### src/rtl/frame_stream_reader_pkg.sv
`default_nettype none
// ============================================================================
//  Module      : frame_stream_reader_pkg
//  Description : Shared constants for the frame stream reader: FSM state
//                encoding, default image geometry, address width and a
//                counter-width helper.
//  Revision    : 1.0  initial release
// ============================================================================
package frame_stream_reader_pkg;

    // Frame-buffer address width; covers 320x240 = 76800 pixels.
    localparam int unsigned c_ADDR_W          = 17;

    // Default active image geometry.
    localparam int unsigned c_DEF_IMG_WIDTH   = 320;
    localparam int unsigned c_DEF_IMG_HEIGHT  = 240;

    // FSM state encoding.
    localparam int unsigned              c_STATE_W     = 3;
    localparam logic [c_STATE_W-1:0]     c_ST_IDLE     = 3'd0;
    localparam logic [c_STATE_W-1:0]     c_ST_VSYNC    = 3'd1;
    localparam logic [c_STATE_W-1:0]     c_ST_VPORCH   = 3'd2;
    localparam logic [c_STATE_W-1:0]     c_ST_ACTIVE   = 3'd3;
    localparam logic [c_STATE_W-1:0]     c_ST_BLANK    = 3'd4;

    // Width needed to count 0 .. max(a,b,c)-1 (at least one bit).
    function automatic int unsigned f_cnt_width(input int unsigned a,
                                                input int unsigned b,
                                                input int unsigned c);
        int unsigned m;
        m = a;
        if (b > m) m = b;
        if (c > m) m = c;
        return (m < 2) ? 1 : $clog2(m);
    endfunction

endpackage
`default_nettype wire

### src/rtl/stream_timing_counter.sv
`default_nettype none
// ============================================================================
//  Module      : stream_timing_counter
//  Description : Line-period counter, line counter and incrementing pixel
//                address counter with terminal-count flags. All state
//                advances only on enabled cycles.
//  Ports       : clk, rst_n        clock, async active-low reset
//                enable            clock enable
//                run               advance the line-period counter
//                clear             restart line-period and line counters
//                line_clear        restart the line counter (phase change)
//                addr_clear        restart the address counter
//                addr_inc          advance the address counter
//                line_end          last cycle of a line period
//                x_last            last active pixel of a line
//                line_cnt          line index within the current phase
//                addr              current pixel address
//  Revision    : 1.0  initial release
// ============================================================================
module stream_timing_counter
    import frame_stream_reader_pkg::*;
#(
    parameter int unsigned IMG_WIDTH = c_DEF_IMG_WIDTH,
    parameter int unsigned LINE_LEN  = c_DEF_IMG_WIDTH + 16,
    parameter int unsigned LINE_W    = 8
) (
    input  logic                clk,
    input  logic                rst_n,
    input  logic                enable,
    input  logic                run,
    input  logic                clear,
    input  logic                line_clear,
    input  logic                addr_clear,
    input  logic                addr_inc,
    output logic                line_end,
    output logic                x_last,
    output logic [LINE_W-1:0]   line_cnt,
    output logic [c_ADDR_W-1:0] addr
);

    localparam int unsigned           c_LCNT_W    = (LINE_LEN > 1) ? $clog2(LINE_LEN) : 1;
    localparam logic [c_LCNT_W-1:0]   c_LCNT_LAST = c_LCNT_W'(LINE_LEN - 1);
    localparam logic [c_LCNT_W-1:0]   c_X_LAST    = c_LCNT_W'(IMG_WIDTH - 1);

    logic [c_LCNT_W-1:0] r_lcnt;
    logic [LINE_W-1:0]   r_line;
    logic [c_ADDR_W-1:0] r_addr;
    logic                w_line_end;

    // The pixel column equals the position inside the line period, since
    // every line period starts with its active pixels.
    assign w_line_end = (r_lcnt == c_LCNT_LAST);

    always_ff @(posedge clk or negedge rst_n) begin
        if (!rst_n) begin
            r_lcnt <= '0;
        end else if (enable) begin
            if (clear) begin
                r_lcnt <= '0;
            end else if (run) begin
                r_lcnt <= w_line_end ? '0 : r_lcnt + 1'b1;
            end
        end
    end

    // A phase change clears the line count; otherwise it steps at every
    // line end, which also yields y+1 between active lines.
    always_ff @(posedge clk or negedge rst_n) begin
        if (!rst_n) begin
            r_line <= '0;
        end else if (enable) begin
            if (clear || line_clear) begin
                r_line <= '0;
            end else if (run && w_line_end) begin
                r_line <= r_line + 1'b1;
            end
        end
    end

    always_ff @(posedge clk or negedge rst_n) begin
        if (!rst_n) begin
            r_addr <= '0;
        end else if (enable) begin
            if (addr_clear) begin
                r_addr <= '0;
            end else if (addr_inc) begin
                r_addr <= r_addr + 1'b1;
            end
        end
    end

    assign line_end = w_line_end;
    assign x_last   = (r_lcnt == c_X_LAST);
    assign line_cnt = r_line;
    assign addr     = r_addr;

endmodule
`default_nettype wire

### src/rtl/frame_stream_reader.sv
`default_nettype none
// ============================================================================
//  Module      : frame_stream_reader
//  Description : Reads one frame (or back-to-back frames) out of a
//                synchronous frame buffer and streams it with vsync and
//                active-area timing aligned to the returned RAM data.
//  Ports       : clk, rst_n        clock, async active-low reset
//                enable            clock enable (freezes everything when 0)
//                start             one-cycle frame request, honoured in idle
//                continuous        run frames back-to-back (sampled at end)
//                fb_rd_en/fb_addr  frame-buffer read strobe and address
//                fb_data           RAM data, valid one enabled cycle later
//                pixel_out/addr    pixel and its address, aligned to fb_data
//                vsync/active_area timing, aligned to fb_data
//                busy              frame in progress
//                frame_done        one-cycle end-of-frame pulse
//  Revision    : 1.0  initial release
// ============================================================================
module frame_stream_reader
    import frame_stream_reader_pkg::*;
#(
    parameter int unsigned IMG_WIDTH    = c_DEF_IMG_WIDTH,
    parameter int unsigned IMG_HEIGHT   = c_DEF_IMG_HEIGHT,
    parameter int unsigned H_BLANK      = 16,
    parameter int unsigned VSYNC_LINES  = 2,
    parameter int unsigned VPORCH_LINES = 2
) (
    input  logic                clk,
    input  logic                rst_n,
    input  logic                enable,
    input  logic                start,
    input  logic                continuous,
    output logic                fb_rd_en,
    output logic [c_ADDR_W-1:0] fb_addr,
    input  logic [7:0]          fb_data,
    output logic [7:0]          pixel_out,
    output logic [c_ADDR_W-1:0] pixel_addr,
    output logic                vsync,
    output logic                active_area,
    output logic                busy,
    output logic                frame_done
);

    localparam int unsigned         c_LINE_LEN = IMG_WIDTH + H_BLANK;
    localparam int unsigned         c_LINE_W   = f_cnt_width(VSYNC_LINES, VPORCH_LINES, IMG_HEIGHT);
    localparam logic [c_LINE_W-1:0] c_VS_LAST  = c_LINE_W'(VSYNC_LINES - 1);
    localparam logic [c_LINE_W-1:0] c_VP_LAST  = c_LINE_W'(VPORCH_LINES - 1);
    localparam logic [c_LINE_W-1:0] c_Y_LAST   = c_LINE_W'(IMG_HEIGHT - 1);

    logic [c_STATE_W-1:0] r_state;
    logic [c_STATE_W-1:0] w_state_next;
    logic                 w_cnt_clear;
    logic                 w_line_clear;
    logic                 w_addr_clear;
    logic                 w_frame_end;
    logic                 w_line_end;
    logic                 w_x_last;
    logic [c_LINE_W-1:0]  w_line_cnt;
    logic [c_ADDR_W-1:0]  w_addr;
    logic                 w_st_active;
    logic                 w_rd_en;

    logic                 r_vsync;
    logic                 r_active;
    logic [c_ADDR_W-1:0]  r_pixel_addr;
    logic                 r_frame_done;

    stream_timing_counter #(
        .IMG_WIDTH (IMG_WIDTH),
        .LINE_LEN  (c_LINE_LEN),
        .LINE_W    (c_LINE_W)
    ) u_timing (
        .clk        (clk),
        .rst_n      (rst_n),
        .enable     (enable),
        .run        (r_state != c_ST_IDLE),
        .clear      (w_cnt_clear),
        .line_clear (w_line_clear),
        .addr_clear (w_addr_clear),
        .addr_inc   (w_st_active),
        .line_end   (w_line_end),
        .x_last     (w_x_last),
        .line_cnt   (w_line_cnt),
        .addr       (w_addr)
    );

    // ------------------------------------------------------------------
    // State register
    // ------------------------------------------------------------------
    always_ff @(posedge clk or negedge rst_n) begin
        if (!rst_n) begin
            r_state <= c_ST_IDLE;
        end else if (enable) begin
            r_state <= w_state_next;
        end
    end

    // ------------------------------------------------------------------
    // Next state and counter controls
    // ------------------------------------------------------------------
    always_comb begin
        w_state_next = r_state;
        w_cnt_clear  = 1'b0;
        w_line_clear = 1'b0;
        w_addr_clear = 1'b0;
        w_frame_end  = 1'b0;
        case (r_state)
            c_ST_IDLE: begin
                if (start) begin
                    w_state_next = c_ST_VSYNC;
                    w_cnt_clear  = 1'b1;
                end
            end
            c_ST_VSYNC: begin
                if (w_line_end && (w_line_cnt == c_VS_LAST)) begin
                    w_state_next = c_ST_VPORCH;
                    w_line_clear = 1'b1;
                    w_addr_clear = 1'b1;
                end
            end
            c_ST_VPORCH: begin
                if (w_line_end && (w_line_cnt == c_VP_LAST)) begin
                    w_state_next = c_ST_ACTIVE;
                    w_line_clear = 1'b1;
                end
            end
            c_ST_ACTIVE: begin
                if (w_x_last) begin
                    w_state_next = c_ST_BLANK;
                end
            end
            c_ST_BLANK: begin
                if (w_line_end) begin
                    if (w_line_cnt == c_Y_LAST) begin
                        // continuous is only looked at here, so dropping it
                        // mid-frame lets the current frame finish.
                        w_frame_end  = 1'b1;
                        w_line_clear = 1'b1;
                        w_state_next = continuous ? c_ST_VSYNC : c_ST_IDLE;
                    end else begin
                        w_state_next = c_ST_ACTIVE;
                    end
                end
            end
            default: begin
                w_state_next = c_ST_IDLE;
            end
        endcase
    end

    assign w_st_active = (r_state == c_ST_ACTIVE);
    assign w_rd_en     = enable && w_st_active;

    // ------------------------------------------------------------------
    // Output alignment: one enabled cycle behind the read strobe so the
    // timing signals line up with the RAM data.
    // ------------------------------------------------------------------
    always_ff @(posedge clk or negedge rst_n) begin
        if (!rst_n) begin
            r_vsync      <= 1'b0;
            r_active     <= 1'b0;
            r_pixel_addr <= '0;
            r_frame_done <= 1'b0;
        end else if (enable) begin
            r_vsync      <= (r_state == c_ST_VSYNC);
            r_active     <= w_st_active;
            r_pixel_addr <= w_st_active ? w_addr : '0;
            r_frame_done <= w_frame_end;
        end
    end

    assign fb_rd_en    = w_rd_en;
    assign fb_addr     = w_rd_en ? w_addr : '0;
    assign pixel_out   = r_active ? fb_data : 8'h00;
    assign pixel_addr  = r_pixel_addr;
    assign vsync       = r_vsync;
    assign active_area = r_active;
    assign busy        = (r_state != c_ST_IDLE);
    assign frame_done  = r_frame_done;

endmodule
`default_nettype wire

### config.mk
export PLATFORM = sky130hd
export DESIGN_NAME = frame_stream_reader
export DESIGN_NICKNAME = d
export VERILOG_FILES = /design/src/rtl/frame_stream_reader_pkg.sv /design/src/rtl/stream_timing_counter.sv /design/src/rtl/frame_stream_reader.sv
export SDC_FILE = /design/constraint.sdc
export NUM_CORES = 1
export LEC_CHECK = 0
export ABC_AREA = 0
export ABC_CLOCK_PERIOD_IN_PS = 2920
export BUFFER_PORTS_ARGS = -buffer_cell sky130_fd_sc_hd__buf_2
export CAP_MARGIN = 20
export CORE_MARGIN = 2
export CORE_UTILIZATION = 26
export CTS_CLUSTER_DIAMETER = 200
export DETAILED_ROUTE_END_ITERATION = 10
export PLACE_DENSITY = 0.49
export SLEW_MARGIN = 20
export SYNTH_ARGS = -nofsm -noshare
export SYNTH_HDL_FRONTEND = slang
export SYNTH_SLANG_ARGS = --single-unit
### constraint.sdc
create_clock -name clk -period 2.92 [get_ports clk]
set_input_delay 0.584 -clock clk [delete_from_list [all_inputs] [get_ports clk]]
set_output_delay 0.584 -clock clk [all_outputs]
set_load 0.02 [all_outputs]
After elaboration in Yosys (flattened, before gate mapping)
Cells that the tools add are included.
- bits in registers: 57
- input bits: 13
- output and inout bits: 47
- word-level logic and storage cells: 64
- add/subtract/negate cells: 3
- equal/unequal tests: 13
- muxes and demuxes: 26
- reduce and logical (&&, ||, !) cells: 14
- operators by type and width (kind ; number):
    17-bit 2-to-1 mux ; 4
    9-bit 2-to-1 mux ; 3
    8-bit 2-to-1 mux ; 3
    9-bit == test, second input constant ; 2
    17-bit by 1-bit adder with 17-bit output, second input constant ; 1
    3-bit 2-to-1 mux ; 5
    3-bit one-hot mux with 5 select lines ; 1
    9-bit by 1-bit adder with 9-bit output, second input constant ; 1
    8-bit by 1-bit adder with 8-bit output, second input constant ; 1
    8-bit by 1-bit == test with 1-bit output, second input constant ; 1
    8-bit == test, second input constant ; 1
    1-bit 2-to-1 mux ; 8
    3-bit by 2-bit == test with 1-bit output, second input constant ; 2
    2-bit != test, second input constant ; 3
    2-bit AND reduction ; 3
    6-bit AND reduction ; 1
    2-bit nonzero test ; 3
    2-bit by 1-bit != test with 1-bit output, second input constant ; 2
    3-bit by 1-bit == test with 1-bit output, second input constant ; 1
    3-bit == test, second input constant ; 1
    1-bit logical AND ; 3
    3-bit logical NOT ; 1
    3-bit nonzero test ; 1
    2-bit 2-to-1 mux ; 1
    other kinds (3) ; 3

Longest topological paths before layout
- depth in word-level cells: 7
- mapped depth: 8

Hierarchy
From an unflattened synthesis, not the netlist that was laid out.
- cells, all modules: 324
- area, all modules: 3125.5 um^2
- modules (own cells, without submodules) (module ; times used ; cells each ; area each (um^2) ; sequential area each (um^2)):
    stream_timing_counter ; 1 ; 207 ; 1905.6 ; 850.8
    frame_stream_reader ; 1 ; 117 ; 1219.9 ; 575.6

Worst setup path before layout
No wires, ideal clock.
- path kind: input to output
- start point: in enable
- end point: out fb_addr[11]
- arrival: 1.638 ns
- data required time: 2.336 ns
- setup slack: 0.698 ns
- stages on the path: 5
- cell sequence: inv_2 or2_4 inv_4 clkbuf_1 and2_1
- cells in the longest elaborated chain, start to end: 2
- RTL lines (what ; line ; text):
    start, declared ; frame_stream_reader.sv:30 ; input logic enable,
    1-bit logical AND ; frame_stream_reader.sv:152 ; assign w_rd_en = enable && w_st_active;
    named net fb_rd_en ; frame_stream_reader.sv:33 ; output logic fb_rd_en,
    17-bit 2-to-1 mux ; frame_stream_reader.sv:173 ; assign fb_addr = w_rd_en ? w_addr : '0;
    end, declared ; frame_stream_reader.sv:34 ; output logic [c_ADDR_W-1:0] fb_addr,
The timed path passes the listed nets, and every way through them passes these cells.

Worst setup path in the final report
- start point: reg r_state[1]
- end point: out fb_addr[2]
- cells in the longest elaborated chain, start to end: 3
- RTL lines (what ; line ; text):
    start, declared ; frame_stream_reader.sv:50 ; logic [c_STATE_W-1:0] r_state;
    start signal, assigned ; frame_stream_reader.sv:92 ; r_state <= c_ST_IDLE;
    start signal, assigned ; frame_stream_reader.sv:94 ; r_state <= w_state_next;
    3-bit by 2-bit == test with 1-bit output ; frame_stream_reader.sv:151 ; assign w_st_active = (r_state == c_ST_ACTIVE);
    1-bit logical AND ; frame_stream_reader.sv:152 ;
    17-bit 2-to-1 mux ; frame_stream_reader.sv:173 ;
No other way between the ends.

==> results.toml <==
[status]
status = "finished, final reports clean"

[routing]
drtAntennaViolNets = 0
wirelength_um = 6760
num_vias = 2397
drt_first_iter_violations = 90
avgRoutedWirePerCell_um = 13.4
post_drt_via_cell_ratio = 4.74
detail_route.first_pass.iterations = 4
drc = 0

[cts]
tritoncts = "done"
path_clk_slew_ps = 50
worst_skew_pair.late_latency_ps = 330
clockBufferDepth = 2
cts-buffers-inserted = 9
clkSinkCount = 57
htree_levels = 3
cts_setup_buffers = 0
cts_hold_buf = 0
ctsResizeCount = 0
cts_root_buf = "clkbuf_16"

[power_and_ir_drop]
clkPwrFrac = 0.514
combPwrFrac = 0.056
ir_drop_v = 0.000276
p_per_area_nw_per_um2 = 548
cellLeakagePower_uw = 0.00193
switching_share = 0.233
seqPwrFrac = 0.430
p_int_uw = 1560
p_sw_uw = 472

[final_layout]
final_nets = 378
drive_gt1_frac = 0.268
syn2layout_area_growth_pct = 25.2
final_common_cell = "buf_2"
layout_common_cells = "buf_2 (59), dfrtp_1 (57), nand2_1 (27)"
fill_cells = 1136
num_antenna_cells = 0

[synthesis]
synth_area_per_cell_um2 = 9.98
netlist_area_um2 = 2960
syn_nets = 313
synthMuxAreaShare = 0.00762
synthAdderAreaFrac = 0.0169
synth_compound_area_frac = 0.144
ys_ff_latch = 57
ys_seq_area_frac = 0.483
synth_warnings = 0
synth_simple_gate_area_frac = 0.258
synth_top_family_by_area = "simple AND/OR/NAND/NOR gates"
synthXorXnorAreaFrac = 0.0533
syn_inst = 296
yosysTopAreaCell = "dfrtp_1"
synth_top_area_frac = 0.483
synth.area.top_cells = "dfrtp_1 (48%), a21o_1 (4.8%), and2_1 (4.2%)"
synth_cell_types = 56

[sta]
holdWs_ps = 407
totalNegativeSetupSlack_ps = 0
rsz0062_at_grt = "no"
finalCritPeriodShare = 0.862
fmax_mhz = 397
drv_slew = 0
final.setup.worst_slack_ps = 403
tightest_slew_ps = 942
setup-violations-final = 0
period_minus_slack_ps = 2520
finClkSkew_ps = 6.37
hold_viol = 0
slew_headroom = 0.372

[worst_setup_path]
cp_data_required_time_ps = 2340
cpPeakStageDelay_ps = 610
startpoint_type = "flop"
cp_data_arrival_time_ps = 1930
crit_family = "simple AND/OR/NAND/NOR gates"
r2r_slack_ps = 890
path_class = "flop to output port"
worstRegToRegCells = 7
crit_path_max_fanout = 24
crit_path_end_kind = "output port"
reg2reg_to = "u_timing.line_cnt[2]$_DFFE_PN0P_"
endpoint = "fb_addr[2]"
rr_startpoint = "u_timing.line_cnt[1]$_DFFE_PN0P_"
cp_slowest_cell = "dfrtp_1"
critPathLaunch = "r_state[1]$_DFFE_PN0P_"
worst-path-buf-inv = 2
worstPathCellList = "nand3b_4 -> or2_4 -> inv_4 -> and2_1 -> buf_2"
cp.depth = 5

[placed_design]
port_buffers = 59
dp_slack_ps = 435
place_hpwl_um = 4760
finalWeightedCongestion = 0.801

[die]
rows = 38
dieArea_um2 = 12200
die_h_um = 111
start_util = 0.269
core-area_um2 = 11000
die_w_um = 111
ios = 60

[grt]
grt_max_degree = 41
antenna_found_initial = 0
grt_pass1_vias = 2285
grt_pass1_wl_um = 11600
overflow = 0
grt_usage = 0.117

[flow_run]
max_cap_violations = 0

[worst_hold_path]
min_path_type = "input pin to async pin"
[worst register-to-register path, stage by stage (launching register included)]
cell and delay (ps):
dfrtp_1 410, inv_1 70, ha_1 130, nor3b_1 350
nand4_2 250, or3_1 410, nand3_2 160, o311ai_1 110
[area by class of cell]
type                            count  area, um2  share of cell area
Timing Repair Buffer               63        325              0.0879
Clock inverter                      5       55.1              0.0149
Clock buffer                       11        243              0.0656
Sequential cell                    57       1430               0.386
Inverter                           14       55.1              0.0149
Tap cell                          140        175              0.0473
Multi-Input combinational cell    216       1420               0.384
[synth_stat cells (all sizes together)]
library cell / number
and2: 20
and3: 4
o311ai: 1
nand4bb: 1
nor3b: 1
a22o: 2
inv: 14
ha: 4
buf: 6
o221ai: 1
nor3: 7
clkbuf: 3
nor2: 26
o41a: 1
and4: 2
and4b: 1
nor4: 6
a21o: 19
or3: 6
mux2: 2
nand4b: 1
nor4b: 1
nand2: 29
and4bb: 1
o31ai: 3
a21oi: 10
nand3b: 2
o21bai: 1
nand3: 12
a2111oi: 1
or2: 3
dfrtp: 57
xnor2: 12
o311a: 1
a211o: 1
o32ai: 1
xor2: 6
nand4: 4
a22oi: 5
or4: 1
or3b: 1
o21ai: 16
[logic make-up after synthesis]
logic type | Yosys count
AOI/OAI and AO/OA | 63
buffers and inverters | 23
muxes | 2
DFF | 57
xor gates and xnor gates | 18
adders and majority gates | 4
and+or+nand+nor | 129
[per-stage QoR]
step | instance area (um2) | power (uW) | utilization | instances
after detailed placement | 3400 | 999 | 0.310 | 490
after global routing | 3700 | 2110 | 0.337 | 506
after floorplan | 2960 | 945 | - | 296
after global placement | 3400 | 996 | 0.310 | 490
final | 3700 | 2030 | 0.337 | 506
after CTS | 3700 | 2070 | 0.337 | 506
[registers in the layout, indices dropped and copies added, names as in the netlist]
register and flops:
pixel_addr 17, active_area 1, r_state 3, u_timing.line_cnt 8
vsync 1, u_timing.addr 17, u_timing.r_lcnt 9, frame_done 1
[worst min-delay path by stage]
stage                                     startpoint  slack (ps)                          to
after floorplan                                rst_n         290     active_area$_DFFE_PN0P_
after global placement    pixel_addr[11]$_DFFE_PN0P_         460  pixel_addr[11]$_DFFE_PN0P_
after detailed placement   pixel_addr[8]$_DFFE_PN0P_         460   pixel_addr[8]$_DFFE_PN0P_
after CTS                                      rst_n         440  pixel_addr[13]$_DFFE_PN0P_
after global routing                           rst_n         490  pixel_addr[12]$_DFFE_PN0P_
final                                          rst_n         410  pixel_addr[13]$_DFFE_PN0P_
[layer usage]
layer	global-route usage	up-vias	share of wire
met1	0.159	1147	0.48
met2	0.170	65	0.45
li1	-	1175	-
met4	0.0550	0	0.018
met5	0	-	0
met3	0.0340	10	0.047
[power groups by stage]
stage	clock network [uW]	registers (uW)	logic (uW)
after floorplan	0	873	72.0
after global placement	0	882	113
after detailed placement	0	883	117
after CTS	1080	870	117
after global routing	1110	877	132
final	1040	871	114
Note: power is estimated with default switching activity, not from simulation.
